File: src/rtl/wb_write_arbiter.sv
// Register-file write-port arbiter: pipeline writebacks win, queued MDU results drain in the free slots.
// A pipeline write squashes older queued writes to the same register (WAW).
module wb_write_arbiter #(
    parameter int unsigned DEPTH = 4
) (
    input  logic                     clk,
    input  logic                     reset,
    input  logic                     pipe_we,
    input  logic [4:0]               pipe_rd,
    input  logic [31:0]              pipe_data,
    input  logic                     mdu_valid,
    output logic                     mdu_ready,
    input  logic [4:0]               mdu_rd,
    input  logic [31:0]              mdu_data,
    input  logic [4:0]               query_rs,
    input  logic [4:0]               query_rt,
    output logic                     busy_rs,
    output logic                     busy_rt,
    output logic                     RegWrite,
    output logic [4:0]               Write_register,
    output logic [31:0]              Write_data,
    output logic [$clog2(DEPTH):0]   pending_count
);

    localparam int unsigned PW = $clog2(DEPTH);
    localparam int unsigned CW = PW + 1;

    logic [DEPTH-1:0] live_q, live_d;
    logic [4:0]       rd_q   [DEPTH];
    logic [4:0]       rd_d   [DEPTH];
    logic [31:0]      data_q [DEPTH];
    logic [31:0]      data_d [DEPTH];
    logic [PW-1:0]    wptr_q, wptr_d, rptr_q, rptr_d;
    logic [CW-1:0]    count_q, count_d;
    logic             regwrite_q, regwrite_d;
    logic [4:0]       wr_reg_q, wr_reg_d;
    logic [31:0]      wr_data_q, wr_data_d;

    logic pipe_wr;
    logic enq;
    logic pop;

    assign mdu_ready = (count_q < CW'(DEPTH));
    assign pipe_wr   = pipe_we && (pipe_rd != 5'd0);
    assign enq       = mdu_valid && mdu_ready && (mdu_rd != 5'd0);
    assign pop       = !pipe_wr && (count_q != '0);

    // Next-state: squash first, then pop, then enqueue so a same-cycle entry stays live.
    always_comb begin
        live_d     = live_q;
        rd_d       = rd_q;
        data_d     = data_q;
        wptr_d     = wptr_q;
        rptr_d     = rptr_q;
        count_d    = count_q;
        regwrite_d = 1'b0;
        wr_reg_d   = wr_reg_q;
        wr_data_d  = wr_data_q;

        for (int unsigned i = 0; i < DEPTH; i++) begin
            if (pipe_wr && (rd_q[PW'(i)] == pipe_rd)) begin
                live_d[PW'(i)] = 1'b0;
            end
        end

        if (pipe_wr) begin
            regwrite_d = 1'b1;
            wr_reg_d   = pipe_rd;
            wr_data_d  = pipe_data;
        end else if (pop) begin
            regwrite_d = live_q[rptr_q];
            if (live_q[rptr_q]) begin
                wr_reg_d  = rd_q[rptr_q];
                wr_data_d = data_q[rptr_q];
            end
            live_d[rptr_q] = 1'b0;
            rptr_d         = rptr_q + PW'(1);
        end

        if (enq) begin
            live_d[wptr_q] = 1'b1;
            rd_d[wptr_q]   = mdu_rd;
            data_d[wptr_q] = mdu_data;
            wptr_d         = wptr_q + PW'(1);
        end

        if (enq && !pop) begin
            count_d = count_q + CW'(1);
        end else if (!enq && pop) begin
            count_d = count_q - CW'(1);
        end
    end

    always_ff @(posedge clk or posedge reset) begin
        if (reset) begin
            live_q     <= '0;
            wptr_q     <= '0;
            rptr_q     <= '0;
            count_q    <= '0;
            regwrite_q <= 1'b0;
            wr_reg_q   <= '0;
            wr_data_q  <= '0;
            for (int unsigned i = 0; i < DEPTH; i++) begin
                rd_q[PW'(i)]   <= '0;
                data_q[PW'(i)] <= '0;
            end
        end else begin
            live_q     <= live_d;
            wptr_q     <= wptr_d;
            rptr_q     <= rptr_d;
            count_q    <= count_d;
            regwrite_q <= regwrite_d;
            wr_reg_q   <= wr_reg_d;
            wr_data_q  <= wr_data_d;
            rd_q       <= rd_d;
            data_q     <= data_d;
        end
    end

    // Scoreboard lookup over live queued entries only; r0 is never busy.
    always_comb begin
        busy_rs = 1'b0;
        busy_rt = 1'b0;
        for (int unsigned i = 0; i < DEPTH; i++) begin
            if (live_q[PW'(i)] && (query_rs != 5'd0) && (rd_q[PW'(i)] == query_rs)) begin
                busy_rs = 1'b1;
            end
            if (live_q[PW'(i)] && (query_rt != 5'd0) && (rd_q[PW'(i)] == query_rt)) begin
                busy_rt = 1'b1;
            end
        end
    end

    assign RegWrite       = regwrite_q;
    assign Write_register = wr_reg_q;
    assign Write_data     = wr_data_q;
    assign pending_count  = count_q;

endmodule

File: config.mk
export PLATFORM = sky130hd
export DESIGN_NAME = wb_write_arbiter
export DESIGN_NICKNAME = d
export VERILOG_FILES = /design/src/rtl/wb_write_arbiter.sv
export SDC_FILE = /design/constraint.sdc
export NUM_CORES = 1
export LEC_CHECK = 0
export CORE_MARGIN = 10
export CORE_UTILIZATION = 50
export DETAILED_ROUTE_END_ITERATION = 7
export MAX_ROUTING_LAYER = met4
export PLACE_DENSITY = 0.77
export SYNTH_ARGS = -nofsm -noshare
export SYNTH_HDL_FRONTEND = slang
export SYNTH_SLANG_ARGS = --single-unit
export TNS_END_PERCENT = 10
File: constraint.sdc
create_clock -name clk -period 5.56 [get_ports clk]
set_input_delay 0.556 -clock clk [delete_from_list [all_inputs] [get_ports clk]]
set_output_delay 0.556 -clock clk [all_outputs]
set_load 0.005 [all_outputs]
Yosys cells after proc, flatten, opt, wreduce, memory -nomap -nowiden
Index checks and enable logic that the tools add are counted.
{"block": "classes", "magnitude_cmp": 8, "bitwise": 6, "reduce_logical": 42, "n_eq_ne": 12, "n_mux": 43, "n_addsub": 4}
{"operator": "$mux 32", "n": 6}
{"operator": "$bwmux 128", "n": 1}
{"operator": "$bmux 32 s2", "n": 1}
{"operator": "$demux 32 s2", "n": 1}
{"operator": "$eq 5x5->1", "n": 12}
{"operator": "$mux 5", "n": 6}
{"operator": "$logic_and 1x1->1", "n": 29}
{"operator": "$bwmux 20", "n": 1}
{"operator": "$reduce_bool 5->1", "n": 4}
{"operator": "$mux 1", "n": 17}
{"operator": "$mux 4", "n": 3}
{"operator": "$bmux 5 s2", "n": 1}
{"operator": "$demux 5 s2", "n": 1}
{"operator": "$ge 3x3->1 const B", "n": 2}
{"operator": "$lt 2x3->1 const B", "n": 2}
{"operator": "$mux 3", "n": 2}
{"operator": "$not 2->3", "n": 2}
{"operator": "$reduce_bool 2->1", "n": 3}
{"operator": "$add 2x1->2 const B", "n": 2}
{"operator": "$and 4x4->4", "n": 1}
{"operator": "$demux 1 s2", "n": 2}
{"operator": "$ge 2x1->1 const B", "n": 2}
{"operator": "$not 4->4", "n": 1}
{"operator": "$or 4x4->4", "n": 1}
{"operator": "9 further kinds", "n": 12}
{"block": "word_totals", "output_inout_bits": 44, "inputBits": 88, "word_cells": 130, "ff_bits": 197}

Depth between registers and ports, before layout
Gate-level depths: netlist of the first run.
{"block": "logic_depth", "depth_word": 10, "depth_mapped": 12, "depth_no_buf": 10}

Worst setup path before layout of the first run
Ideal clock, no wire load.
{"block": "synth_path", "path_kind": "input-to-reg", "start": "input pipe_rd[1]", "end": "register count_q[1], in the netlist pending_count[1]", "stages": 10, "required_ns": 5.435, "setup_slack_ns": 2.767, "arrival_time_ns": 2.668, "cell_sequence": "buf_2 > or4_4 > o21ai_4 > and2_1 > buf_2 > inv_2 > ha_1 > inv_1 > fa_1 > mux2_2"}
{"block": "synth_between", "elab_chain_len": 7, "elab_cells_between_ends": 9, "cone_classes": "mux (1); reduce/logical (8)"}
{"item": "start: declaration", "line": "9", "source": "input logic [4:0] pipe_rd,"}
{"item": "$reduce_bool 5->1", "line": "44", "source": "assign pipe_wr = pipe_we && (pipe_rd != 5'd0);"}
{"item": "$logic_and 1x1->1", "line": "44"}
{"item": "$logic_not 1->1", "line": "46", "source": "assign pop = !pipe_wr && (count_q != '0);"}
{"item": "$logic_and 1x1->1", "line": "46"}
{"item": "$logic_not 1->1", "line": "87", "source": "if (enq && !pop) begin"}
{"item": "$logic_and 1x1->1", "line": "87"}
{"item": "$mux 3", "line": "87"}
{"item": "net count_d[1]", "line": "34", "source": "logic [CW-1:0] count_q, count_d;"}
{"item": "end signal: assignment", "line": "111", "source": "count_q <= count_d;"}
{"item": "end: declaration", "line": "34"}
The timed path passes the listed nets, and every way through them passes these cells.
A chain may end at the register's enable or synchronous reset.

Final worst setup path of the first run
Same ends and word-level chain as after synthesis.

==> flow_metrics.py, run 1 <==
metrics = {
    "run_status": {
        "status": "finished clean",
    },
    "clock_network": {
        "cts_resized": 0,
        "cts_tree": "done",
        "h-tree-depth": 4,
        "cts.path.max_buffers": 2,
        "postCtsHoldBufs": 0,
        "ctsRootBufferMaster": "clkbuf_16",
        "cts_num_sinks": 197,
        "clkTransAtPathRegs_ns": 0.07,
        "postCtsSetupRepairBufs": 0,
        "clock_latency_ns": 0.43,
        "cts_made_buffers": 17,
    },
    "run": {
        "drv_cap": 0,
    },
    "sta": {
        "rsz0062_at_grt": "no",
        "finalWorstSetupSlack_ns": 2.142,
        "min_period_ns": 3.418,
        "setup_violations": 0,
        "hold_viol": 0,
        "slew_violations": 0,
        "tns_ns": 0,
        "post-route-period-util_pct": 61.48,
        "maxSlewHeadroom_pct": 21.88,
        "fin_skew_ns": 0.01231,
        "fmax_mhz": 292.6,
        "tightest_slew_ns": 1.168,
    },
    "min_path": {
        "whs_path_depth": 2,
        "hold_path_class": "reg2reg",
    },
    "layout": {
        "layout-drive-gt1-share_pct": 11.51,
        "seqCellArea_mm2": 0.004932,
        "multi_input_area_mm2": 0.004268,
        "area_growth_pct": 20.54,
        "finalNetCount": 893,
        "final_area_mm2": 0.01149,
        "n_fill_cell": 1409,
    },
    "critical_path": {
        "setup.worst_path.end_class": "register",
        "slowest_stage": "or4_4",
        "cp.required_ns": 5.88,
        "crit_arrival_ns": 3.73,
        "crit_chain": "clkdlybuf4s50_1, or4_4, o21ai_4, buf_4, and2_1, inv_2, ha_1, inv_1, fa_1, mux2_2",
        "cp.depth": 10,
        "reg2reg_depth": 6,
        "cpPeakStageDelay_ns": 0.61,
        "worst_setup_path_start_kind": "input pin",
        "crit_family": "buffers and inverters",
        "worstPathMaxFanout": 23,
        "worst-path-buf-inv": 4,
        "path_class": "in2reg",
    },
    "pwr": {
        "p_leak_nw": 4.898,
        "irDropWorstVdd_v": 0.0002915,
        "pwr_density_cell_mw_per_mm2": 554.7,
    },
    "detailed_routing": {
        "drt_iter0_markers": 318,
        "vias": 5892,
        "via_per_inst": 5.649,
        "drcViolationCount": 0,
        "dr_wl_met2_mm": 11.48,
        "ant_nets": 0,
        "wl_per_cell_um": 22.26,
        "routed.top_layer": "met4",
        "wl_met1_mm": 10.10,
        "wirelength_mm": 23.22,
        "dr.pass1.iters": 4,
        "wl_met3_mm": 1.372,
    },
    "die": {
        "boundaryPins": 132,
        "die_w_um": 158.1,
        "die_area_mm2": 0.02499,
        "die_y_um": 158.1,
        "num_rows": 50,
        "core_area_mm2": 0.01871,
        "start_util_pct": 50.96,
    },
    "yosys": {
        "syn_area_mm2": 0.009532,
        "postSynthAreaPerCell_um2": 13.87,
        "synthCells": 687,
        "synth_nets": 785,
        "synth.ff_latch_count": 197,
        "synth_cell_types": 34,
        "synth.most_common_cell": "dfrtp_1",
        "synth-edff-count": 0,
        "synth_top_area_share_pct": 51.72,
        "yosys-top-cells-count": "dfrtp_1 (197), mux2_1 (148), nand2_1 (44)",
        "yosys.area.top_type": "dfrtp_1",
        "synth_area_leaders": "dfrtp_1 (52%), mux2_1 (17%), mux4_2 (9.0%)",
        "synth-seq-area-share_pct": 51.72,
        "ys.flop_type": "dfrtp_1",
        "yosys_warnings": 0,
        "async_flop_share_pct": 100.0,
    },
    "placement": {
        "place_area_mm2": 0.01094,
        "place_hpwl_mm": 16.16,
        "io_buffers": 131,
        "pre_cts_ws_ns": 1.724,
        "place.gp.congestion": 0.9490,
    },
    "grt": {
        "overflow": 0,
        "grt_max_degree": 112,
        "grt_pass1_vias": 6452,
        "track_usage_pct": 19.74,
        "antenna_found_initial": 1,
        "grt_pass1_wl_mm": 36.60,
    },
}
## report_power, final
group | internal, W | switching, W | total, W | leakage, nW
Clock | 0.000583 | 0.000568 | 0.00115 | 0.261
Combinational | 0.00144 | 0.00105 | 0.00250 | 2.26
Sequential | 0.00216 | 0.000569 | 0.00273 | 2.37
## stage by stage
step           hold WS [ns]  std cells  utilization, %  total power [W]
3_3_place_gp         0.4657       1010           58.47         0.005142
3_5_place_dp         0.4749       1010           58.47         0.005292
6_report             0.4852       1043           61.42         0.006373
2_1_floorplan        0.4587        687               -         0.004323
5_1_grt              0.5018       1043           61.42         0.006797
4_1_cts              0.4907       1042           61.41         0.006457
## tightest hold or removal path, delay by kind of cell (launching register included)
kind | cells | cell delay, ns
compound gates | 1 | 0.06
flops | 1 | 0.34
simple gates | 1 | 0.05
## worst paths after layout
check                                      startpoint                           end  slack [ns]
setup / recovery                           pipe_rd[1]  pending_count[1]$_DFFE_PP0P_        2.14
hold / removal             Write_data[22]$_DFFE_PP0P_    Write_data[22]$_DFFE_PP0P_        0.49
setup reg to reg                  live_q[2]$_DFF_PP0_    Write_data[20]$_DFFE_PP0P_        2.93
hold reg to reg            Write_data[22]$_DFFE_PP0P_    Write_data[22]$_DFFE_PP0P_        0.49
max in group asynchronous                       reset        data_q[82]$_DFFE_PP0P_        3.78
min in group asynchronous                       reset        data_q[22]$_DFFE_PP0P_        0.69
## area by class of cell
cell class,count,share of cell area [%]
timing repair buffer,141,12.17
inverter,11,0.3920
sequential,197,42.93
tap,234,2.548
multi-input combinational,427,37.14
clock buffer,17,3.702
clock inverter,15,1.089
antenna,1,0.02178
## cell families after synthesis
kind of cell | share of synthesized area, %
AO/OA/AOI/OAI | 3.321
XOR/XNOR | 5.973
adder cells (fa/ha/maj) | 1.391
buffers and inverters | 3.610
flip-flops | 51.72
multiplexers | 30.26
AND/OR/NAND/NOR | 3.728
## layer usage
layer	GRT usage [%]	vias to the layer above
met4	4.676	0
met1	24.56	3053
li1	-	2663
met5	-	-
met3	5.183	20
met2	31.83	156
## registers in the layout, summed over array words and instances (netlist names)
| name | count |
|---|---|
| rd_q | 20 |
| Write_data | 32 |
| pending_count | 3 |
| RegWrite | 1 |
| Write_register | 5 |
| rptr_q | 2 |
| wptr_q | 2 |
| data_q | 128 |
| live_q | 4 |
## placed cells by master, fill, tap and decap left out, types with 9 or more instances in the layout
cell type and instances:
dfrtp_1 195, mux2_1 148, clkdlybuf4s50_1 131, xor2_1 41, nand2_1 40, mux4_2 38
o21ai_1 36, mux2i_1 35, xnor2_1 24, clkbuf_16 17, nand3_1 12, ha_1 9
buf_4 9
No activity file was read; power rests on OpenSTA's default activity.
==> inputs of run 2 (changes only) <==
CORE_UTILIZATION = 55   (was 50)
PLACE_DENSITY = 0.8   (was 0.77)
clock period = 3.3 ns   (was 5.56 ns; I/O delays follow)
==> run 2 against run 1 <==
Clock skew decreased by 0.00078 ns. Design area is 0.87% higher. Global-route usage rose by 1.9 points. Sequential power rose by 67%. Core utilization rose by 6.3 points. Largest power group unchanged. Power increased by 71%. Sequential share of layout area decreased by 0.37 points. Clock power grew 80%. Routed wire length fell by 1.1%.
==> flow_metrics.py, run 2 (synthesized netlist as in run 1, its figures left out) <==
metrics = {
    "pwr": {
        "internal_power_w": 0.007247,
        "clockPowerShare_pct": 19.0,
        "p_switching_w": 0.003659,
        "p_leak_nw": 4.949,
        "p_sw_share_pct": 33.55,
        "combinationalPowerShare_pct": 39.1,
        "pwr_density_cell_mw_per_mm2": 940.9,
        "seqPwrFrac_pct": 41.9,
        "irDropWorstVdd_v": 0.0004660,
    },
    "critical_path": {
        "path_class": "reg2out",
        "slowest_stage": "clkdlybuf4s50_1",
        "worstPathMaxFanout": 5,
        "worst_setup_path_start_kind": "register",
        "crit_arrival_ns": 2.40,
        "cp.required_ns": 2.97,
        "crit_chain": "xor2_1, nor4_1, nand3_1, nand4_1, o21a_1, clkdlybuf4s50_1",
        "cpPeakStageDelay_ns": 0.50,
        "setup.worst_path.end_class": "output port",
        "ff2ff_setup_slack_ns": 1.07,
    },
    "detailed_routing": {
        "vias": 5985,
        "wl_per_cell_um": 22.05,
        "ant_nets": 0,
        "drcViolationCount": 0,
        "dr.pass1.iters": 4,
        "via_per_inst": 5.749,
        "wirelength_mm": 22.96,
        "drt_iter0_markers": 328,
    },
    "grt": {
        "grt_pass1_vias": 6813,
        "overflow": 0,
        "antenna_found_initial": 1,
        "top_usage_layer": "met2",
        "use_met1_pct": 25.97,
        "grt_use_met3_pct": 5.910,
        "grt_max_degree": 86,
        "grt_pass1_wl_mm": 37.11,
        "track_usage_pct": 21.66,
        "grt_util_met2_pct": 35.62,
    },
    "die": {
        "start_util_pct": 55.69,
        "core_area_mm2": 0.01712,
        "die_w_um": 151.6,
        "die_area_mm2": 0.02300,
        "num_rows": 48,
        "boundaryPins": 132,
        "die_y_um": 151.6,
    },
    "layout": {
        "final_area_mm2": 0.01159,
        "finalNetCount": 901,
        "top_register": "data_q",
        "final_common_cell": "dfrtp_1",
        "largest_reg_flops": 128,
        "mostFrequentLayoutCells": "dfrtp_1 (195), mux2_1 (148), clkdlybuf4s50_1 (131)",
        "layout-drive-gt1-share_pct": 12.15,
        "n_fill_cell": 1217,
        "area_growth_pct": 21.59,
    },
    "clock_network": {
        "postCtsSetupRepairBufs": 0,
        "h-tree-depth": 4,
        "cts_resized": 0,
        "postCtsHoldBufs": 0,
        "clkTransAtPathRegs_ns": 0.07,
        "cts_tree": "done",
        "cts_num_sinks": 197,
        "cts.path.max_buffers": 2,
        "cts_made_buffers": 17,
        "clock_latency_ns": 0.43,
        "ctsRootBufferMaster": "clkbuf_16",
    },
    "placement": {
        "pre_cts_ws_ns": 0.3485,
        "place_area_mm2": 0.01100,
        "io_buffers": 131,
        "place.gp.congestion": 0.9232,
        "place_hpwl_mm": 16.12,
    },
    "sta": {
        "tightest_slew_ns": 0.8037,
        "fin_skew_ns": 0.01153,
        "fmax_mhz": 366.5,
        "tns_ns": 0,
        "hold_viol": 0,
        "setup_violations": 0,
        "finalWorstSetupSlack_ns": 0.5715,
        "post-route-period-util_pct": 82.68,
        "rsz0062_at_grt": "no",
        "min_period_ns": 2.729,
        "slew_violations": 0,
        "maxSlewHeadroom_pct": 46.42,
    },
    "run": {
        "drv_cap": 0,
    },
    "run_status": {
        "status": "finished clean",
    },
    "min_path": {
        "hold_path_class": "in2async",
    },
}
[run 2: cell count changes in the layout (fill, tap and decap cells not counted), moves of 2 or more]
cell,before,now
buf_4,9,16
bufinv_16,0,2
clkinv_2,3,0
inv_6,4,2
[run 2: worst max-delay path, delay by kind of cell (launching register included)]
family,cells,cell delay (ns)
simple gates,3,0.66
xor+xnor,1,0.20
flops,1,0.49
compound gates,1,0.12
buf+inv,1,0.50
[run 2: cell type report]
| class | instances | area, um2 | area share [%] |
|---|---|---|---|
| Sequential cell | 197 | 4932 | 42.56 |
| Multi-Input combinational cell | 427 | 4268 | 36.82 |
| Timing Repair Buffer | 149 | 1471 | 12.70 |
| Clock buffer | 19 | 442.9 | 3.822 |
| Tap cell | 225 | 281.5 | 2.429 |
| Clock inverter | 12 | 146.4 | 1.263 |
| Inverter | 11 | 45.04 | 0.3886 |
| Antenna cell | 1 | 2.502 | 0.02159 |
[run 2: path summary, 6_finish.rpt]
| path | startpoint | to | depth (start not counted) |
|---|---|---|---|
| worst max-delay path | rd_q[14]$_DFFE_PP0P_ | busy_rt | 6 |
| worst min-delay path | reset | pending_count[0]$_DFFE_PP0P_ | 2 |
| worst min register to register | Write_data[3]$_DFFE_PP0P_ | Write_data[3]$_DFFE_PP0P_ | 2 |
| min in group clk | Write_data[3]$_DFFE_PP0P_ | Write_data[3]$_DFFE_PP0P_ | 2 |
| worst max register to register | pending_count[0]$_DFFE_PP0P_ | pending_count[2]$_DFFE_PP0P_ | 9 |
| max in group asynchronous | reset | live_q[2]$_DFF_PP0_ | 3 |
[run 2: per-layer routing]
metal,part of all wire [%],up-vias
li1,-,2674
met1,43,3133
met2,50,147
met3,5.3,31
met4,1.6,0
met5,0,-
[run 2: stage by stage]
step                std cells  util [%]  hold WS (ns)  total power, W
global placement         1009     64.25        0.4649        0.008614
floorplan                 687         -        0.4587        0.007283
finish                   1041     67.71        0.3614         0.01091
detailed placement       1009     64.25        0.4752        0.008925
CTS                      1040     67.70        0.3670         0.01105
global route             1041     67.71        0.3958         0.01162
[run 2: power groups by stage]
stage	logic, W	registers, W	clock network (W)
after floorplan	0.00300	0.00428	0
after global placement	0.00414	0.00448	0
after detailed placement	0.00432	0.00460	0
after CTS	0.00435	0.00457	0.00212
after global routing	0.00469	0.00472	0.00221
final	0.00427	0.00456	0.00207
==> inputs of run 3 (changes only) <==
CORE_UTILIZATION = 50   (was 55)
PLACE_DENSITY = 0.77   (was 0.8)
clock period = 2.2 ns   (was 3.3 ns; I/O delays follow)
==> run 3 against run 2 <==
First-iteration DRC count shrank 3.7%. Routed wire length grew 2.4%. Clock-buffer cell count up 2. Register-to-register slack got worse by 0.93 ns. Global-route usage decreased by 1.5 points. Critical path type unchanged. Critical endpoint is now busy_rs. Largest power group is now combinational cells.
==> flow_metrics.py, run 3 (synthesized netlist as in run 1, its figures left out) <==
metrics = {
    "run_status": {
        "status": "finished clean",
    },
    "layout": {
        "finalNetCount": 946,
        "area_growth_pct": 28.27,
        "top_register": "data_q",
        "layout-drive-gt1-share_pct": 18.84,
        "mostFrequentLayoutCells": "dfrtp_1 (185), mux2_1 (148), clkdlybuf4s50_1 (127)",
        "largest_reg_flops": 128,
        "final_common_cell": "dfrtp_1",
        "n_fill_cell": 1334,
    },
    "critical_path": {
        "worstPathMaxFanout": 2,
        "worst_setup_path_start_kind": "register",
        "slowest_stage": "dfrtp_2",
        "path_class": "reg2out",
        "cpPeakStageDelay_ns": 0.42,
        "setup.worst_path.end_class": "output port",
        "crit_chain": "xor2_1, nor4_1, nand3_1, nand4_1, o21a_1, dlygate4sd2_1",
        "cp.required_ns": 1.98,
        "reg2reg_depth": 9,
        "crit_arrival_ns": 1.97,
    },
    "sta": {
        "slew_violations": 0,
        "hold_slack_ns": 0.2052,
        "fin_skew_ns": 0.01287,
        "maxSlewHeadroom_pct": 61.33,
        "post-route-period-util_pct": 99.67,
        "tightest_slew_ns": 0.5788,
        "setup_violations": 0,
        "rsz0062_at_grt": "yes",
        "hold_viol": 0,
        "fmax_mhz": 456.1,
        "min_period_ns": 2.193,
    },
    "die": {
        "num_rows": 50,
        "die_w_um": 158.1,
        "die_y_um": 158.1,
        "die_area_mm2": 0.02499,
        "boundaryPins": 132,
        "start_util_pct": 50.96,
        "core_area_mm2": 0.01871,
    },
    "grt": {
        "grt_pass1_vias": 6959,
        "track_usage_pct": 20.11,
        "antenna_found_initial": 1,
        "grt_max_degree": 53,
        "overflow": 0,
        "grt_pass1_wl_mm": 37.69,
    },
    "detailed_routing": {
        "drcViolationCount": 0,
        "ant_nets": 0,
        "wirelength_mm": 23.50,
        "vias": 6133,
        "via_per_inst": 5.596,
        "wl_per_cell_um": 21.44,
        "dr.pass1.iters": 4,
        "drt_iter0_markers": 316,
    },
    "pwr": {
        "p_leak_nw": 5.295,
        "pwr_density_cell_mw_per_mm2": 1398,
        "finalPower_w": 0.01709,
        "irDropWorstVdd_v": 0.0006927,
    },
    "clock_network": {
        "cts_made_buffers": 17,
        "postCtsHoldBufs": 0,
        "ctsRootBufferMaster": "clkbuf_16",
        "clkTransAtPathRegs_ns": 0.07,
        "cts.path.max_buffers": 2,
        "h-tree-depth": 4,
        "cts_tree": "done",
        "cts_num_sinks": 197,
        "clock_latency_ns": 0.43,
    },
    "placement": {
        "io_buffers": 131,
        "place_hpwl_mm": 16.71,
        "place.gp.congestion": 0.9454,
    },
    "min_path": {
        "hold_path_class": "in2async",
    },
    "run": {
        "drv_cap": 0,
    },
}
==> run 3: report_power, final <==
part,switching (W),internal [W],total (W)
combinational,0.00303,0.00413,0.00716
sequential,0.00118,0.00548,0.00666
clock,0.00136,0.00191,0.00327
total,0.00557,0.0115,0.0171
==> run 3: metrics by stage <==
step,area [um2],setup slack (ns),util [%],TNS (ns),instances
2_1_floorplan,9535,-0.5664,-,-111.91,687
3_3_place_gp,11500,-0.3883,61.49,-40.96,1057
3_5_place_dp,11500,-0.4894,61.49,-47.27,1057
4_1_cts,12190,-0.04184,65.16,-0.04749,1094
5_1_grt,12220,-0.02976,65.35,-0.02976,1095
6_report,12230,0.007307,65.36,0,1096
==> run 3: metal layers <==
metal  share of wire (%)  GRT usage (%)  wire length [um]
met5                   0              -                 0
met4                 1.0          5.382               240
met3                 5.7          4.505              1341
met2                  51          33.09             11890
met1                  43          24.70             10030
==> run 3: critical path: cells and delay by family (launching register included) <==
kind | cells | cell delay (ns)
compound gates | 1 | 0.12
buf+inv | 1 | 0.23
flops | 1 | 0.42
simple gates | 3 | 0.61
xor+xnor | 1 | 0.16
==> run 3: path summary, 6_finish.rpt <==
kind,slack (ns),endpoint,startpoint
max reg2reg,0.14,pending_count[2]$_DFFE_PP0P_,pending_count[0]$_DFFE_PP0P_
max,0.007,busy_rs,rd_q[17]$_DFFE_PP0P_
min,0.21,Write_data[19]$_DFFE_PP0P_,reset
max in group asynchronous,1.32,rd_q[18]$_DFFE_PP0P_,reset
min in group clk,0.28,Write_register[1]$_DFFE_PP0P_,pipe_rd[1]
min reg2reg,0.49,Write_data[7]$_DFFE_PP0P_,Write_data[7]$_DFFE_PP0P_
==> run 3: layout make-up <==
class / count / area [um2] / area share [%]
Antenna cell: 2 / 5.005 / 0.04093
Clock inverter: 10 / 145.1 / 1.187
Inverter: 11 / 45.04 / 0.3684
Tap cell: 234 / 292.8 / 2.395
Multi-Input combinational cell: 427 / 4302 / 35.18
Sequential cell: 197 / 4945 / 40.44
Timing Repair Buffer: 194 / 2012 / 16.46
Clock buffer: 21 / 480.5 / 3.930
==> run 3: what timing repair did <==
action	CTS	global route
pin swaps	9	2
setup buffers	6	0
endpoints found under the setup margin	15	3
gates resized for setup	14	9
